**src/rtl/fetch_prefetch.sv**
```systemverilog
// Instruction fetch stage: PC, single-outstanding memory requests and a tagged prefetch FIFO.
// Optional PREFETCH_STATS_EN adds saturating push/redirect counters.
module fetch_prefetch #(
   parameter int unsigned DEPTH    = 4,
   parameter int unsigned ADDR_W   = 16,
   parameter int unsigned DATA_W   = 16,
   parameter int unsigned PC_STEP  = 2,
   parameter int unsigned RESET_PC = 0
) (
   input  logic              clk,
   input  logic              rst,
   input  logic              halt_sys,
   input  logic              stall,
   input  logic              redirect,
   input  logic [ADDR_W-1:0] redirect_pc,
   output logic              mem_req,
   output logic [ADDR_W-1:0] mem_addr,
   input  logic              mem_ack,
   input  logic [DATA_W-1:0] mem_rdata,
   output logic              out_valid,
   output logic [DATA_W-1:0] out_instr,
`ifdef PREFETCH_STATS_EN
   output logic [15:0]       out_fetch_cnt,
   output logic [15:0]       out_flush_cnt,
`endif
   output logic [ADDR_W-1:0] out_pc
);

   localparam int unsigned PTR_W = (DEPTH > 1) ? $clog2(DEPTH) : 1;
   localparam int unsigned CNT_W = $clog2(DEPTH + 1);

   typedef enum logic [1:0] {
      ST_IDLE = 2'd0,
      ST_WAIT = 2'd1,
      ST_DROP = 2'd2
   } state_e;

   state_e            state_q;
   logic [ADDR_W-1:0] pc_q;
   logic [CNT_W-1:0]  count_q;
   logic [PTR_W-1:0]  rd_ptr_q;
   logic [PTR_W-1:0]  wr_ptr_q;
   logic [ADDR_W-1:0] pc_mem_q    [DEPTH];
   logic [DATA_W-1:0] instr_mem_q [DEPTH];

   logic push_c;
   logic pop_c;
   logic issue_c;

   // A response is kept only when it belongs to a live (non-squashed) request.
   assign push_c    = (state_q == ST_WAIT) && mem_ack && !redirect;
   assign pop_c     = out_valid && !stall && !redirect;
   assign issue_c   = (state_q == ST_IDLE) && !halt_sys && !redirect &&
                      (count_q < CNT_W'(DEPTH));
   assign out_valid = (count_q != '0) && !halt_sys;
   assign out_instr = instr_mem_q[rd_ptr_q];
   assign out_pc    = pc_mem_q[rd_ptr_q];

   always_ff @(posedge clk or negedge rst) begin
      if (!rst) begin
         state_q  <= ST_IDLE;
         mem_req  <= 1'b0;
         mem_addr <= '0;
         pc_q     <= ADDR_W'(RESET_PC);
         count_q  <= '0;
         rd_ptr_q <= '0;
         wr_ptr_q <= '0;
         for (int i = 0; i < int'(DEPTH); i++) begin
            pc_mem_q[PTR_W'(i)]    <= '0;
            instr_mem_q[PTR_W'(i)] <= '0;
         end
      end else begin
         if (push_c) begin
            pc_mem_q[wr_ptr_q]    <= mem_addr;
            instr_mem_q[wr_ptr_q] <= mem_rdata;
         end

         // Redirect flushes the buffer and retargets the PC; it never issues.
         if (redirect) begin
            count_q  <= '0;
            rd_ptr_q <= '0;
            wr_ptr_q <= '0;
            pc_q     <= redirect_pc;
         end else begin
            count_q  <= count_q + CNT_W'(push_c) - CNT_W'(pop_c);
            wr_ptr_q <= wr_ptr_q + PTR_W'(push_c);
            rd_ptr_q <= rd_ptr_q + PTR_W'(pop_c);
            if (issue_c) begin
               pc_q <= pc_q + ADDR_W'(PC_STEP);
            end
         end

         case (state_q)
            ST_IDLE: begin
               if (issue_c) begin
                  mem_req  <= 1'b1;
                  mem_addr <= pc_q;
                  state_q  <= ST_WAIT;
               end
            end
            ST_WAIT: begin
               if (mem_ack) begin
                  mem_req <= 1'b0;
                  state_q <= ST_IDLE;
               end else if (redirect) begin
                  state_q <= ST_DROP;
               end
            end
            ST_DROP: begin
               if (mem_ack) begin
                  mem_req <= 1'b0;
                  state_q <= ST_IDLE;
               end
            end
            default: begin
               mem_req <= 1'b0;
               state_q <= ST_IDLE;
            end
         endcase
      end
   end

`ifdef PREFETCH_STATS_EN
   logic [15:0] fetch_cnt_q;
   logic [15:0] flush_cnt_q;

   // Saturating event counters.
   always_ff @(posedge clk or negedge rst) begin
      if (!rst) begin
         fetch_cnt_q <= '0;
         flush_cnt_q <= '0;
      end else begin
         if (push_c && (fetch_cnt_q != 16'hFFFF)) begin
            fetch_cnt_q <= fetch_cnt_q + 16'd1;
         end
         if (redirect && (flush_cnt_q != 16'hFFFF)) begin
            flush_cnt_q <= flush_cnt_q + 16'd1;
         end
      end
   end

   assign out_fetch_cnt = fetch_cnt_q;
   assign out_flush_cnt = flush_cnt_q;
`endif

endmodule
```
**config.mk**
```make
export PLATFORM = sky130hd
export DESIGN_NAME = fetch_prefetch
export DESIGN_NICKNAME = d
export VERILOG_FILES = /design/src/rtl/fetch_prefetch.sv
export SDC_FILE = /design/constraint.sdc
export NUM_CORES = 1
export LEC_CHECK = 0
export CORE_ASPECT_RATIO = 0.7
export CORE_UTILIZATION = 50
export DETAILED_ROUTE_END_ITERATION = 7
export GPL_ROUTABILITY_DRIVEN = 0
export PLACE_DENSITY = 0.73
export SLEW_MARGIN = 20
export SYNTH_ARGS = -nofsm -noshare
export SYNTH_HDL_FRONTEND = slang
export SYNTH_SLANG_ARGS = --single-unit
```
**constraint.sdc**
```tcl
create_clock -name clk -period 3.47 [get_ports clk]
set_input_delay 0.694 -clock clk [delete_from_list [all_inputs] [get_ports clk]]
set_output_delay 0.694 -clock clk [all_outputs]
set_load 0.005 [all_outputs]
```
==> impl_metrics.csv <==
group,metric,value,unit
sta,clock_skew,8.70,ps
setup_path,crit_chain,"buf_12 > mux4_2 > clkdlybuf4s50_1",
global_route,grt_pass1_wl,22900,um
synthesis,synth_cell_types,38,
sta,tightest_slew,874,ps
cells_and_area,fin_nets,573,
sta,setup_slack,499,ps
global_route,grt_overflow,0,
synthesis,syn_inst,426,
power,p_leak,3.48,nW
sta,final-hold-violation-count,0,
sta,period_share,85.6,%
route,wire_per_inst,19.6,um
synthesis,yosysWarnings,0,
die,start_util,51.2,%
synthesis,synth.top_cells.by_area,"dfrtp_1 37%, edfxtp_1 27%, mux2_2 13%, mux4_2 10%, ha_1 1.4%",
synthesis,avgSynthCellArea,16.7,um^2
setup_path,cp-start-kind,"flop",
clock_network,numCtsBuffers,17,
cells_and_area,fill_cells,1025,
global_route,antenna_found_initial,0,
cells_and_area,syn_to_final_growth,24.6,%
run,maxCapViolCount,0,
die,die_area,14700,um^2
setup_path,ff2ff_setup_slack,1030,ps
placed_design,io_buffers,87,
global_route,grtUsageMet2,34.4,%
global_route,grtUsageMet1,29.6,%
synthesis,synth_area,7110,um^2
run_status,run_status,"finished clean",
synthesis,synth_edf_count,64,
synthesis,yosysMostFrequentCell,"dfrtp_1",
cells_and_area,seq_area,4580,um^2
clock_network,clkSlewWorstSetupHoldPaths,70,ps
sta,finalCriticalPeriod,2970,ps
die,rows,36,
die,coreArea,13900,um^2
sta,setup_viol,0,
power,vdd_drop_max,453,uV
setup_path,crit_end,"out_pc[7]",
synthesis,yosys.area.top_type_share,37.3,%
setup_path,r2r_cells,6,
synthesis,yosysSeqAreaShare,64.4,%
clock_network,cts_buffer_depth,2,
route,detail-route-antenna-nets,0,
setup_path,cp.required,2780,ps
die,fp.dieH,102,um
synthesis,synth_flop_cell,"dfrtp_1",
global_route,top_usage_layer,"met2",
clock_network,cts_max_level,4,
setup_path,crit_start,"rd_ptr_q[1]$_DFF_PN0_",
synthesis,async_flop_share,62.4,%
synthesis,synth_fp_nets,473,
cells_and_area,insertedDiodeCount,0,
global_route,grt_pass1_vias,4345,
power,p_per_area,739,nW/um^2
clock_network,cts_root_buf,"clkbuf_16",
route,initialDrtViolationCount,255,
synthesis,yosys_register_bits,170,
cells_and_area,final_layout_size_suffix_gt1_share,31.2,%
die,die_w,144,um
clock_network,clk_latency,420,ps
setup_path,r2r-start,"state_q[0]$_DFFE_PN0P_",
setup_path,crit_path_end_kind,"output pin",
setup_path,arrival,2280,ps
global_route,track_usage,21.3,%
route,firstDrtPassIters,4,
synthesis,synthTopCellsByCount,"106 x dfrtp_1, 82 x mux2_2, 64 x edfxtp_1",
setup_path,cpMaxStageDelayCell,"dfrtp_1",
placed_design,hpwl,9470,um
clock_network,cts_hold_buffers,0,
setup_path,crit_path_max_fanout,22,
route,drc,0,
route,num_vias,4119,
cells_and_area,multiInputGateArea,2420,um^2
setup_path,cp_slowest_stage_delay,750,ps
sta,slew_viol_final,0,
sta,grt_setup_unrepaired,"false",
setup_path,reg2reg_to,"pc_q[13]$_DFFE_PN0N_",
sta,setup_tns,0,ps
clock_network,post_cts_resized,0,
placed_design,dpl_worst_slack,478,ps
sta,slew_headroom,41.7,%
sta,max_freq,337,MHz
clock_network,postCtsSetupBuffers,0,
synthesis,yosys.area.top_type,"dfrtp_1",
die,io_pins,88,
global_route,grt_util_met3,4.07,%
clock_network,cts_tree,"built",
min_path,hp-class,"input pin to asynchronous set/reset pin",
global_route,grt_max_degree,67,
route,finalWirelength,14300,um
setup_path,critical_path_class,"flop to output pin",
route,vias_per_cell,5.65,
clock_network,cts.sinks,170,
-- how the worst min path moves through the flow --
stage                                  end  slack [ps]  cells after the start
2_1_floorplan         count_q[0]$_DFF_PN0_         400                      0
3_3_place_gp   instr_mem_q[45]$_DFFE_PN0P_         480                      1
6_report       instr_mem_q[56]$_DFFE_PN0P_         420                      2
4_1_cts        instr_mem_q[54]$_DFFE_PN0P_         420                      2
5_1_grt        instr_mem_q[56]$_DFFE_PN0P_         450                      2
3_5_place_dp      pc_mem_q[62]$_DFFE_PN0P_         490                      1
-- worst max-delay path: cells and delay by family (launching register included) --
kind	cells	cell delay (ps)
multiplexers	1	320
buffers and inverters	2	790
flip-flops	1	750
-- logic make-up after synthesis --
| logic type | share of synthesized area (%) |
|---|---|
| flops | 64.4 |
| simple gates | 5.00 |
| compound gates | 1.67 |
| fa+ha+maj | 1.69 |
| xor+xnor | 1.85 |
| mux | 23.6 |
| buf+inv | 1.85 |
-- area by class of cell --
| type | count | area share [%] |
|---|---|---|
| Clock inverter | 14 | 1.64 |
| Timing Repair Buffer | 102 | 11.4 |
| Tap cell | 190 | 2.69 |
| Sequential cell | 170 | 51.7 |
| Multi-Input combinational cell | 226 | 27.4 |
| Inverter | 9 | 0.382 |
| Clock buffer | 18 | 4.85 |
-- through the flow --
| step | total power, mW | cells | util (%) | instance area, um^2 | hold slack (ps) |
|---|---|---|---|---|---|
| final | 6.55 | 729 | 63.8 | 8850 | 417 |
| after global routing | 6.86 | 729 | 63.8 | 8850 | 453 |
| after CTS | 6.60 | 729 | 63.8 | 8850 | 423 |
| after detailed placement | 4.75 | 697 | 59.7 | 8280 | 491 |
| after global placement | 4.66 | 697 | 59.7 | 8280 | 484 |
| after floorplan | 3.79 | 426 | - | 7110 | 398 |
-- sequential cells by signal (all words and copies together), names as in the netlist --
signal,count
instr_mem_q,64
pc_mem_q,64
mem_addr,16
pc_q,16
count_q,3
rd_ptr_q,2
state_q,2
wr_ptr_q,2
mem_req,1
-- placed cells by master, fill, tap and decap left out, types with 3 or more instances in the layout --
master and instances:
nor2_1 6, inv_6 4, ha_1 8, clkinv_4 3, clkinv_1 3, xnor2_1 8, nor2b_1 4, dfrtp_1 105
nand2b_1 3, o21ai_0 17, mux4_2 32, nor4_1 4, mux2_2 82, buf_4 14, inv_1 9, nand2_1 17
nand4_1 9, xor2_1 7, edfxtp_1 64, clkdlybuf4s50_1 86, mux2i_1 3, clkbuf_16 17, nand3_1 3
-- metal layers --
| metal | wire length (um) | up-vias |
|---|---|---|
| li1 | - | 1805 |
| met1 | 6660 | 2194 |
| met2 | 6800 | 105 |
| met3 | 654 | 15 |
| met4 | 146 | 0 |
| met5 | 0 | - |
-- power by group --
group / total (mW) / switching (mW) / internal (mW) / leakage [nW]
logic: 1.73 / 0.565 / 1.16 / 1.27
registers: 2.97 / 0.384 / 2.59 / 1.93
clock network: 1.84 / 0.779 / 1.06 / 0.278
Power figures use the tool's default switching activity.
